### config.mk
export PLATFORM = sky130hd
export DESIGN_NAME = serial_adder
export DESIGN_NICKNAME = d
export VERILOG_FILES = /design/src/rtl/serial_adder.sv
export SDC_FILE = /design/constraint.sdc
export NUM_CORES = 1
export LEC_CHECK = 0
export BUFFER_PORTS_ARGS = -buffer_cell sky130_fd_sc_hd__buf_4
export CAP_MARGIN = 20
export CORE_UTILIZATION = 55
export CTS_BUF_LIST = sky130_fd_sc_hd__clkbuf_8
export DETAILED_ROUTE_END_ITERATION = 6
export PLACE_DENSITY = 0.79
export RECOVER_POWER = 50
export SLEW_MARGIN = 20
export SYNTH_ARGS = -nofsm -noshare
export SYNTH_HDL_FRONTEND = slang
export SYNTH_SLANG_ARGS = --single-unit
### constraint.sdc
create_clock -name clk -period 1.54 [get_ports clk]
set_clock_uncertainty 0.05 [all_clocks]
set_input_delay 0.308 -clock clk [delete_from_list [all_inputs] [get_ports clk]]
set_output_delay 0.308 -clock clk [all_outputs]
set_load 0.02 [all_outputs]
### src/rtl/serial_adder.sv
// serial_adder
// Bit-serial two's complement adder/subtractor. An operand pair is captured
// on a start strobe, then one bit per clock is processed LSB first through a
// full-adder cell built from two half adders and a registered carry. After
// WIDTH cycles the parallel result and its carry/overflow flags are written.
//
// Ports:
//   clk   - clock, all logic on the rising edge
//   rst   - synchronous active-high reset, highest priority
//   start - request, only honoured in IDLE
//   sub   - 0 = a+b, 1 = a-b, captured with start
//   a, b  - operands, captured with start
//   busy  - high while bits are being processed
//   done  - one-cycle pulse when sum/cout/ovf update
//   sum   - registered result, held until the next completion
//   cout  - carry out of the MSB (for subtraction, 1 = no borrow)
//   ovf   - signed overflow, carry into MSB xor carry out of MSB
module serial_adder #(
  parameter int WIDTH = 8
) (
  input  logic             clk,
  input  logic             rst,
  input  logic             start,
  input  logic             sub,
  input  logic [WIDTH-1:0] a,
  input  logic [WIDTH-1:0] b,
  output logic             busy,
  output logic             done,
  output logic [WIDTH-1:0] sum,
  output logic             cout,
  output logic             ovf
);

  localparam int CW = (WIDTH > 2) ? $clog2(WIDTH) : 1;
  localparam logic [CW-1:0] LAST = CW'(WIDTH - 1);

  typedef enum logic [1:0] {
    IDLE = 2'd0,
    RUN  = 2'd1,
    DONE = 2'd2
  } state_t;

  state_t           state;
  logic [WIDTH-1:0] opA;
  logic [WIDTH-1:0] opB;
  logic [WIDTH-1:0] partial;
  logic [CW-1:0]    count;
  logic             carry;

  // Full adder built as two chained half adders on the current LSBs.
  logic halfSum;
  logic halfCarry;
  logic bitSum;
  logic bitCarry;
  logic cinMsb;

  always_comb begin
    halfSum   = opA[0] ^ opB[0];
    halfCarry = opA[0] & opB[0];
    bitSum    = halfSum ^ carry;
    bitCarry  = halfCarry | (halfSum & carry);
    // While the last bit is being processed, the live carry register holds
    // the carry into the MSB.
    cinMsb    = carry;
  end

  // Sequencer and datapath. Subtraction is a + ~b + 1, so the inverted b is
  // loaded and the carry is preset to 1. The partial result enters at the MSB
  // and shifts right, so after WIDTH bits it is already in place.
  always_ff @(posedge clk) begin
    if (rst) begin
      state   <= IDLE;
      opA     <= '0;
      opB     <= '0;
      partial <= '0;
      count   <= '0;
      carry   <= 1'b0;
      sum     <= '0;
      cout    <= 1'b0;
      ovf     <= 1'b0;
    end else begin
      case (state)
        IDLE: begin
          if (start) begin
            opA     <= a;
            opB     <= sub ? ~b : b;
            carry   <= sub;
            count   <= '0;
            partial <= '0;
            state   <= RUN;
          end
        end
        RUN: begin
          partial <= {bitSum, partial[WIDTH-1:1]};
          opA     <= opA >> 1;
          opB     <= opB >> 1;
          carry   <= bitCarry;
          count   <= count + 1'b1;
          if (count == LAST) begin
            sum   <= {bitSum, partial[WIDTH-1:1]};
            cout  <= bitCarry;
            ovf   <= cinMsb ^ bitCarry;
            state <= DONE;
          end
        end
        DONE: begin
          state <= IDLE;
        end
        default: begin
          state <= IDLE;
        end
      endcase
    end
  end

  // Status flags decode straight from the state register.
  assign busy = (state == RUN);
  assign done = (state == DONE);

endmodule
Word level (Yosys, flattened, before mapping)

Cells that the tools add are included.

Bits in registers: 40
Input bits: 20
Output and inout bits: 12
Logic and storage cells: 41

$add $sub $neg: 1
Eq/ne operators: 5
Mux-type cells: 14
Bitwise logic cells: 7
Reductions and logical operators: 5

Operator list:

| cell                | count |
|---|---|
| $pmux 8 s2          | 3 |
| $mux 8              | 4 |
| $not 8->8           | 1 |
| $pmux 3 s2          | 1 |
| $reduce_and 2->1    | 3 |
| $mux 2              | 2 |
| $pmux 2 s2          | 1 |
| $add 3x1->3 const B | 1 |
| $eq 3x3->1 const B  | 1 |
| $mux 3              | 1 |
| $xor 1x1->1         | 3 |
| $and 1x1->1         | 2 |
| $eq 2x1->1 const B  | 1 |
| $eq 2x2->1 const B  | 1 |
| $logic_not 2->1     | 1 |
| $ne 2x1->1 const B  | 1 |
| $ne 2x2->1 const B  | 1 |
| $pmux 1 s2          | 1 |
| $reduce_bool 2->1   | 1 |
| $mux 1              | 1 |
| $or 1x1->1          | 1 |

Longest topological paths before layout

Gate-level depths: netlist of run 1.

Depth after elaboration: 4
Gate-level depth with buffers: 6
Gate-level depth less buffers: 5

Worst setup path after synthesis of run 1

No wires, ideal clock.

Kind: register to register
From: register count[0]
To: register ovf
Library setup time: 87 ps
Data arrival time: 1202 ps
Data required time: 1403 ps
Path slack: 201 ps
Stages on the path, launching flop included: 6
Path buffers: 1
Clock period less this slack: 1339 ps
Cell sequence: dfxtp_1 ha_1 ha_1 and3b_1 buf_2 a211oi_1

Cells in the longest elaborated chain, start to end: 2

Ends and longest elaborated chain:

| element                    | line | text |
|---|---|---|
| start, declared            | 47   | `logic [CW-1:0] count;` |
| start signal, assigned     | 98   | `count <= count + 1'b1;` |
| $eq 3x3->1                 | 99   | `if (count == LAST) begin` |
| $reduce_and 2->1 (no line) | -    |  |
| end signal, assigned       | 102  | `ovf <= cinMsb ^ bitCarry;` |
| end, declared              | 31   | `output logic ovf` |

Every way passes these cells.
A chain may end at the register's enable or synchronous reset.

Final worst setup path of run 1

From: register state[0]
To: output done

Cells in the longest elaborated chain, start to end: 1

Ends and longest elaborated chain:

| element                | line | text |
|---|---|---|
| start, declared        | 43   | `state_t state;` |
| start signal, assigned | 72   | `state <= IDLE;` |
| start signal, assigned | 90   | `state <= RUN;` |
| start signal, assigned | 103  | `state <= DONE;` |
| $eq 2x2->1             | 118  | `assign done = (state == DONE);` |
| end, declared          | 28   | `output logic done,` |

Every way passes these cells.

==> results.json, run 1 <==
{
  "diodes": 0,
  "io_buffers": 31,
  "end_kind": "primary output",
  "final_cell_mix": "37 x dfxtp_1, 27 x buf_4, 22 x nor2_1",
  "yosys_warnings": 0,
  "status": "complete, but fails checks",
  "fin_area_um2": 2020,
  "antenna_found_initial": 0,
  "reg2reg_depth": 5,
  "register_area_um2": 786,
  "core-area_um2": 2830,
  "wl_mm": 3.26,
  "path_buf_inv": 2,
  "die_w_um": 57.2,
  "post-dp-hpwl_mm": 2.40,
  "whs_path_depth": 3,
  "layout_setup_ws_ns": 0.0558,
  "cts_tree": "yes",
  "worst_pin_slew_ns": 0.443,
  "grt_pass1_vias": 1227,
  "cp_cell_sequence": "buf_4 > nor2b_1 > buf_4",
  "cp.arrival_ns": 1.13,
  "clk_root_buffer_cell": "clkbuf_8",
  "fin_crit_ns": 1.48,
  "syn_to_final_growth_pct": 20.4,
  "layout_commonest_cell": "dfxtp_1",
  "ys_types": 29,
  "clockBufferDepth": 2,
  "grt_max_degree": 24,
  "pin_count": 32,
  "ys_ff_latch": 39,
  "hold_viol": 0,
  "fmax_mhz": 674,
  "final_antenna_net_count": 0,
  "r2r_slack_ns": 0.16,
  "clock_latency_ns": 0.28,
  "fp.dieArea_um2": 3270,
  "clk_pin_slew_ns": 0.07,
  "gr-total-overflow": 0,
  "initial_core_util": 0.593,
  "finalCritPeriodShare": 0.964,
  "holdPathEnd": "opA[7]$_SDFFE_PP0P_",
  "finalMaxSlewViolations": 0,
  "hp-class": "in -> reg",
  "clock_sinks": 39,
  "p_leak_nw": 0.772,
  "maxCapViolCount": 0,
  "drc": 1,
  "failed_checks": "design-rule violations",
  "placed_area_um2": 1910,
  "numCtsBuffers": 5,
  "fp-row-count": 19,
  "crit_path_top_delay_cell": "dfxtp_4",
  "setup.worst_path.start_class": "flip-flop",
  "via_per_inst": 5.64,
  "grt_use_total": 0.219,
  "post-route-util": 0.713,
  "crit_top_cell": "buf_4",
  "multi_input_area_um2": 793,
  "first_pass_iters": 6,
  "hp-start": "a[7]",
  "synth_nets": 190,
  "worstPathRequired_ns": 1.18,
  "max-slew-margin-rel": 0.704,
  "h-tree-depth": 2,
  "wl_per_cell_um": 14.1,
  "rsz0062_at_grt": "false",
  "vias": 1309,
  "gp_congestion": 0.792,
  "cts_hold_buffers": 0,
  "r2r-end": "ovf$_SDFFE_PP0P_",
  "initialDrtViolationCount": 42,
  "critPathMaxStageDelay_ns": 0.38,
  "power_density_nw_per_um2": 1150,
  "synth_area_um2": 1680,
  "grt_pass1_wl_mm": 5.31,
  "place_ws_ns": 0.0286,
  "worstSetupPathType": "reg -> out",
  "fillCellCount": 232,
  "syn_inst": 167,
  "fin_hold_ws_ns": 0.210,
  "tns_ns": 0,
  "final_nets": 223,
  "path_max_fanout": 9,
  "synth-seq-area-share": 0.466,
  "layout-drive-gt1-share": 0.249,
  "peakVddDrop_v": 0.000699,
  "avgSynthCellArea_um2": 10.0,
  "crit_family": "flip-flops",
  "finalSetupViolCount": 0,
  "r2r_start": "count[0]$_SDFFE_PP0P_",
  "die_h_um": 57.2
}
[final cells by class]
| cell class | count | area share |
|---|---|---|
| clock buffers | 5 | 0.0341 |
| clock inverters | 3 | 0.0316 |
| inverters | 1 | 0.00186 |
| multi-input cells | 114 | 0.393 |
| flip-flops and latches | 39 | 0.389 |
| well taps | 31 | 0.0192 |
| repair buffers | 39 | 0.131 |
[cell usage after synthesis, drive strengths merged]
cell type / instances / area (um2)
nand2: 18 / 67.6
dfxtp: 39 / 781
o21bai: 1 / 18.8
inv: 1 / 3.75
mux2i: 9 / 90.1
a22oi: 18 / 135
a211oi: 10 / 120
ha: 2 / 25.0
nor3b: 1 / 12.5
nor2: 22 / 85.1
xnor2: 8 / 70.1
nor3: 1 / 5.00
a21oi: 9 / 45.0
nand2b: 1 / 6.26
nand3b: 1 / 7.51
clkbuf: 1 / 3.75
fa: 1 / 20.0
o22ai: 7 / 43.8
xor2: 1 / 8.76
nor2b: 2 / 12.5
o21ba: 1 / 10.0
and3b: 1 / 8.76
buf: 12 / 96.3
[power by group]
| part | internal (mW) | total (mW) | switching [mW] |
|---|---|---|---|
| sequential | 1.05 | 1.08 | 0.0324 |
| clock | 0.641 | 0.970 | 0.329 |
| combinational | 0.132 | 0.261 | 0.129 |
| total | 1.83 | 2.32 | 0.491 |
[cells by family (layout without fill, tap and decap cells)]
logic type,after synthesis,after routing,share of synthesized area
simple gates,47,47,0.122
compound gates,46,46,0.222
flops,39,39,0.466
buf+inv,14,48,0.0619
xor+xnor,9,9,0.0470
mux,9,9,0.0537
fa+ha+maj,3,3,0.0269
[worst max-delay path by stage]
| stage | end | start | slack [ns] | cells after the start |
|---|---|---|---|---|
| after floorplan | ovf$_SDFFE_PP0P_ | count[0]$_SDFFE_PP0P_ | 0.20 | 5 |
| after global placement | ovf$_SDFFE_PP0P_ | count[0]$_SDFFE_PP0P_ | 0.14 | 5 |
| after detailed placement | ovf$_SDFFE_PP0P_ | count[0]$_SDFFE_PP0P_ | 0.03 | 5 |
| after CTS | ovf$_SDFFE_PP0P_ | count[0]$_SDFFE_PP0P_ | 0.01 | 5 |
| after global routing | done | state[1]$_SDFFE_PP0P_ | 0.01 | 2 |
| final | done | state[0]$_SDFFE_PP0P_ | 0.06 | 3 |
[repair_timing]
item                       in CTS  in global routing
setup endpoints to repair       2                 11
pin swaps                       0                  1
resized for setup               2                  3
buffers inserted                0                  1
[metrics by stage]
step | cells | power, mW
after CTS | 231 | 2.34
final | 232 | 2.32
after global placement | 223 | 1.36
after detailed placement | 223 | 1.37
after floorplan | 167 | 1.29
after global routing | 232 | 2.41
[metal layers]
| layer | vias to the layer above | track usage | part of all wire |
|---|---|---|---|
| li1 | 651 | - | - |
| met1 | 621 | 0.250 | 0.43 |
| met2 | 33 | 0.380 | 0.51 |
| met3 | 4 | 0.0612 | 0.044 |
| met4 | 0 | 0.105 | 0.016 |
| met5 | - | 0 | 0 |
[flip-flops by register name, indices dropped and copies added (netlist names)]
signal   cells
cout         1
state        2
sum          8
count        3
partial      7
ovf          1
carry        1
opB          8
opA          8
[tightest hold or removal path, cell delays in order]
cell and delay (ns):
buf_4 0.08, a22oi_1 0.05, nor2_1 0.07
(Power assumes the default switching activity.)
==> run 2, diff against run 1 <==
Settings changed: ABC_AREA from default to 1, CAP_MARGIN 20 to default.
==> run 2 against run 1 <==
  * The run now ends clean
  * Utilization decreased by 3.4 points
  * Via count rose by 25%
  * Combinational power up 5%
  * Count of clock-buffer cells in the layout is the same
  * Total power decreased by 13%
  * Largest power group unchanged
==> results.json, run 2 <==
{
  "power_density_nw_per_um2": 968,
  "synth_area_leaders": "dfxtp_1 44%, nand2_1 24%, nand3_1 4.5%",
  "top_regs": "opA: 8 flops, opB: 8 flops, sum: 8 flops",
  "vias": 1641,
  "end_kind": "primary output",
  "ys_types": 22,
  "synth_simple_gate_area_share": 0.347,
  "grt_max_degree": 28,
  "p_leak_nw": 1.07,
  "final_antenna_net_count": 0,
  "finalSetupViolCount": 0,
  "cp.arrival_ns": 1.06,
  "finalMaxSlewViolations": 0,
  "reg2reg_depth": 8,
  "first_pass_iters": 4,
  "die_w_um": 58.6,
  "peakVddDrop_v": 0.000677,
  "synthXorXnorAreaFrac": 0.00498,
  "cts_tree": "yes",
  "gr-total-overflow": 0,
  "pin_count": 32,
  "worstPathRequired_ns": 1.18,
  "final_cell_mix": "111 x nand2_1, 38 x dfxtp_1, 27 x buf_4",
  "gp_congestion": 0.741,
  "diodes": 0,
  "layout_commonest_cell": "nand2_1",
  "clk_pin_slew_ns": 0.07,
  "synth-seq-area-share": 0.443,
  "numCtsBuffers": 5,
  "h-tree-depth": 2,
  "tns_ns": 0,
  "fin_crit_ns": 1.41,
  "cts_setup_buffers": 0,
  "ys_ff_latch": 39,
  "layout-drive-gt1-share": 0.160,
  "initialDrtViolationCount": 65,
  "syn_to_final_growth_pct": 17.8,
  "grt_use_total": 0.243,
  "synth_top_family_by_area": "simple AND/OR/NAND/NOR gates",
  "yosysMostFrequentCell": "nand2_1",
  "path_max_fanout": 8,
  "fmax_mhz": 707,
  "fp.dieArea_um2": 3430,
  "yosys.area.top_type_share": 0.443,
  "synth-compound-area-share": 0.0881,
  "setup.worst_path.start_class": "flip-flop",
  "io_buffers": 31,
  "worstSetupPathType": "reg -> out",
  "max-slew-margin-rel": 0.628,
  "synth.mux.area_fraction": 0,
  "synth-async-reset-ratio": 0,
  "whs_path_depth": 3,
  "grt_pass1_vias": 1523,
  "via_per_inst": 4.87,
  "antenna_found_initial": 0,
  "drc": 0,
  "r2r_slack_ns": 0.14,
  "synth_commonest_cells": "111 x nand2_1, 39 x dfxtp_1, 20 x inv_1, 20 x nor2_1, 16 x nand3_1",
  "core-area_um2": 3050,
  "fp-row-count": 20,
  "r2r-end": "sum[1]$_SDFFE_PP0P_",
  "synth_area_leader_cell": "dfxtp_1",
  "die_h_um": 58.6,
  "grt_pass1_wl_mm": 6.35,
  "synth_edf_count": 0,
  "hp-class": "in -> reg",
  "post-dp-hpwl_mm": 2.52,
  "clk_root_buffer_cell": "clkbuf_8",
  "clock_latency_ns": 0.29,
  "hold_viol": 0,
  "synth_nets": 279,
  "maxCapViolCount": 0,
  "final_nets": 315,
  "r2r_start": "count[0]$_SDFFE_PP0P_",
  "initial_core_util": 0.577,
  "clockBufferDepth": 2,
  "wl_mm": 3.62,
  "worst_pin_slew_ns": 0.556,
  "wl_per_cell_um": 10.7,
  "holdPathEnd": "opA[7]$_SDFFE_PP0P_",
  "synth_ff_type": "dfxtp_1",
  "hp-start": "a[7]",
  "synth-adder-area-share": 0.0256,
  "clock_sinks": 39,
  "rsz0062_at_grt": "false",
  "synth_area_um2": 1760,
  "syn_inst": 256,
  "yosys_warnings": 0,
  "avgSynthCellArea_um2": 6.88,
  "finalCritPeriodShare": 0.918,
  "status": "complete, no violations",
  "fin_hold_ws_ns": 0.234
}
==> run 2: cell count changes after synthesis, sizes merged, moves of 2 or more <==
| cell | previous run | this run |
|---|---|---|
| a211oi | 10 | 0 |
| a21oi | 9 | 14 |
| a22oi | 18 | 0 |
| buf | 12 | 7 |
| inv | 1 | 24 |
| mux2i | 9 | 0 |
| nand2 | 18 | 113 |
| nand3 | 0 | 16 |
| nor2b | 2 | 0 |
| o21ai | 0 | 14 |
| o22ai | 7 | 0 |
| xnor2 | 8 | 0 |
==> run 2: how the worst max path moves through the flow <==
stage,startpoint,end,depth (start not counted)
after floorplan,count[0]$_SDFFE_PP0P_,sum[7]$_SDFFE_PP0P_,8
after global placement,count[0]$_SDFFE_PP0P_,cout$_SDFFE_PP0P_,7
after detailed placement,count[0]$_SDFFE_PP0P_,sum[1]$_SDFFE_PP0P_,8
after CTS,state[0]$_SDFFE_PP0P_,busy,3
after global routing,state[0]$_SDFFE_PP0P_,opA[4]$_SDFFE_PP0P_,4
final,state[1]$_SDFFE_PP0P_,busy,4
==> run 2: cell families after synthesis <==
kind of cell,Yosys count
AOI/OAI and AO/OA,28
xor gates and xnor gates,1
adders and majority gates,3
buffers and inverters,34
DFF,39
and+or+nand+nor,151
==> run 2: layer usage <==
layer / GRT usage / part of all wire / up-vias / wire, um
met5: 0 / 0 / - / 0
met4: 0.0544 / 0.0080 / 0 / 29
met3: 0.0681 / 0.038 / 4 / 139
met2: 0.412 / 0.47 / 27 / 1720
met1: 0.310 / 0.48 / 754 / 1730
li1: - / - / 856 / -
==> run 2: what timing repair did <==
action | 4_1_cts | 5_1_grt
gates resized for setup | 0 | 2
hold buffers | 0 | 0
setup endpoints to repair | 0 | 2
==> run 2: layout make-up <==
type	instances	area, um2
clock buffers	5	68.8
clock inverters	3	15.0
fillers	303	980
inverters	25	97.6
multi-input cells	183	810
flip-flops and latches	39	782
well taps	44	55.1
repair buffers	38	245
==> run 2: report_power, final <==
part	switching (mW)	internal (mW)
Combinational	0.160	0.113
Sequential	0.0263	1.05
Clock	0.346	0.310
==> run 2: metrics by stage <==
stage	power, mW	setup WS (ns)	utilization	cells	cell area (um2)
floorplan	1.28	0.273	-	256	1760
global placement	1.37	0.206	0.667	329	2040
detailed placement	1.38	0.152	0.667	329	2040
CTS	2.02	0.0615	0.694	337	2120
global route	2.11	0.0109	0.679	337	2070
finish	2.01	0.126	0.679	337	2070
==> run 2: worst max-delay path, stage by stage, from the launching register on <==
cell and delay (ns):
dfxtp_1 0.32, inv_2 0.09, nand2_2 0.06, inv_2 0.13, buf_4 0.17
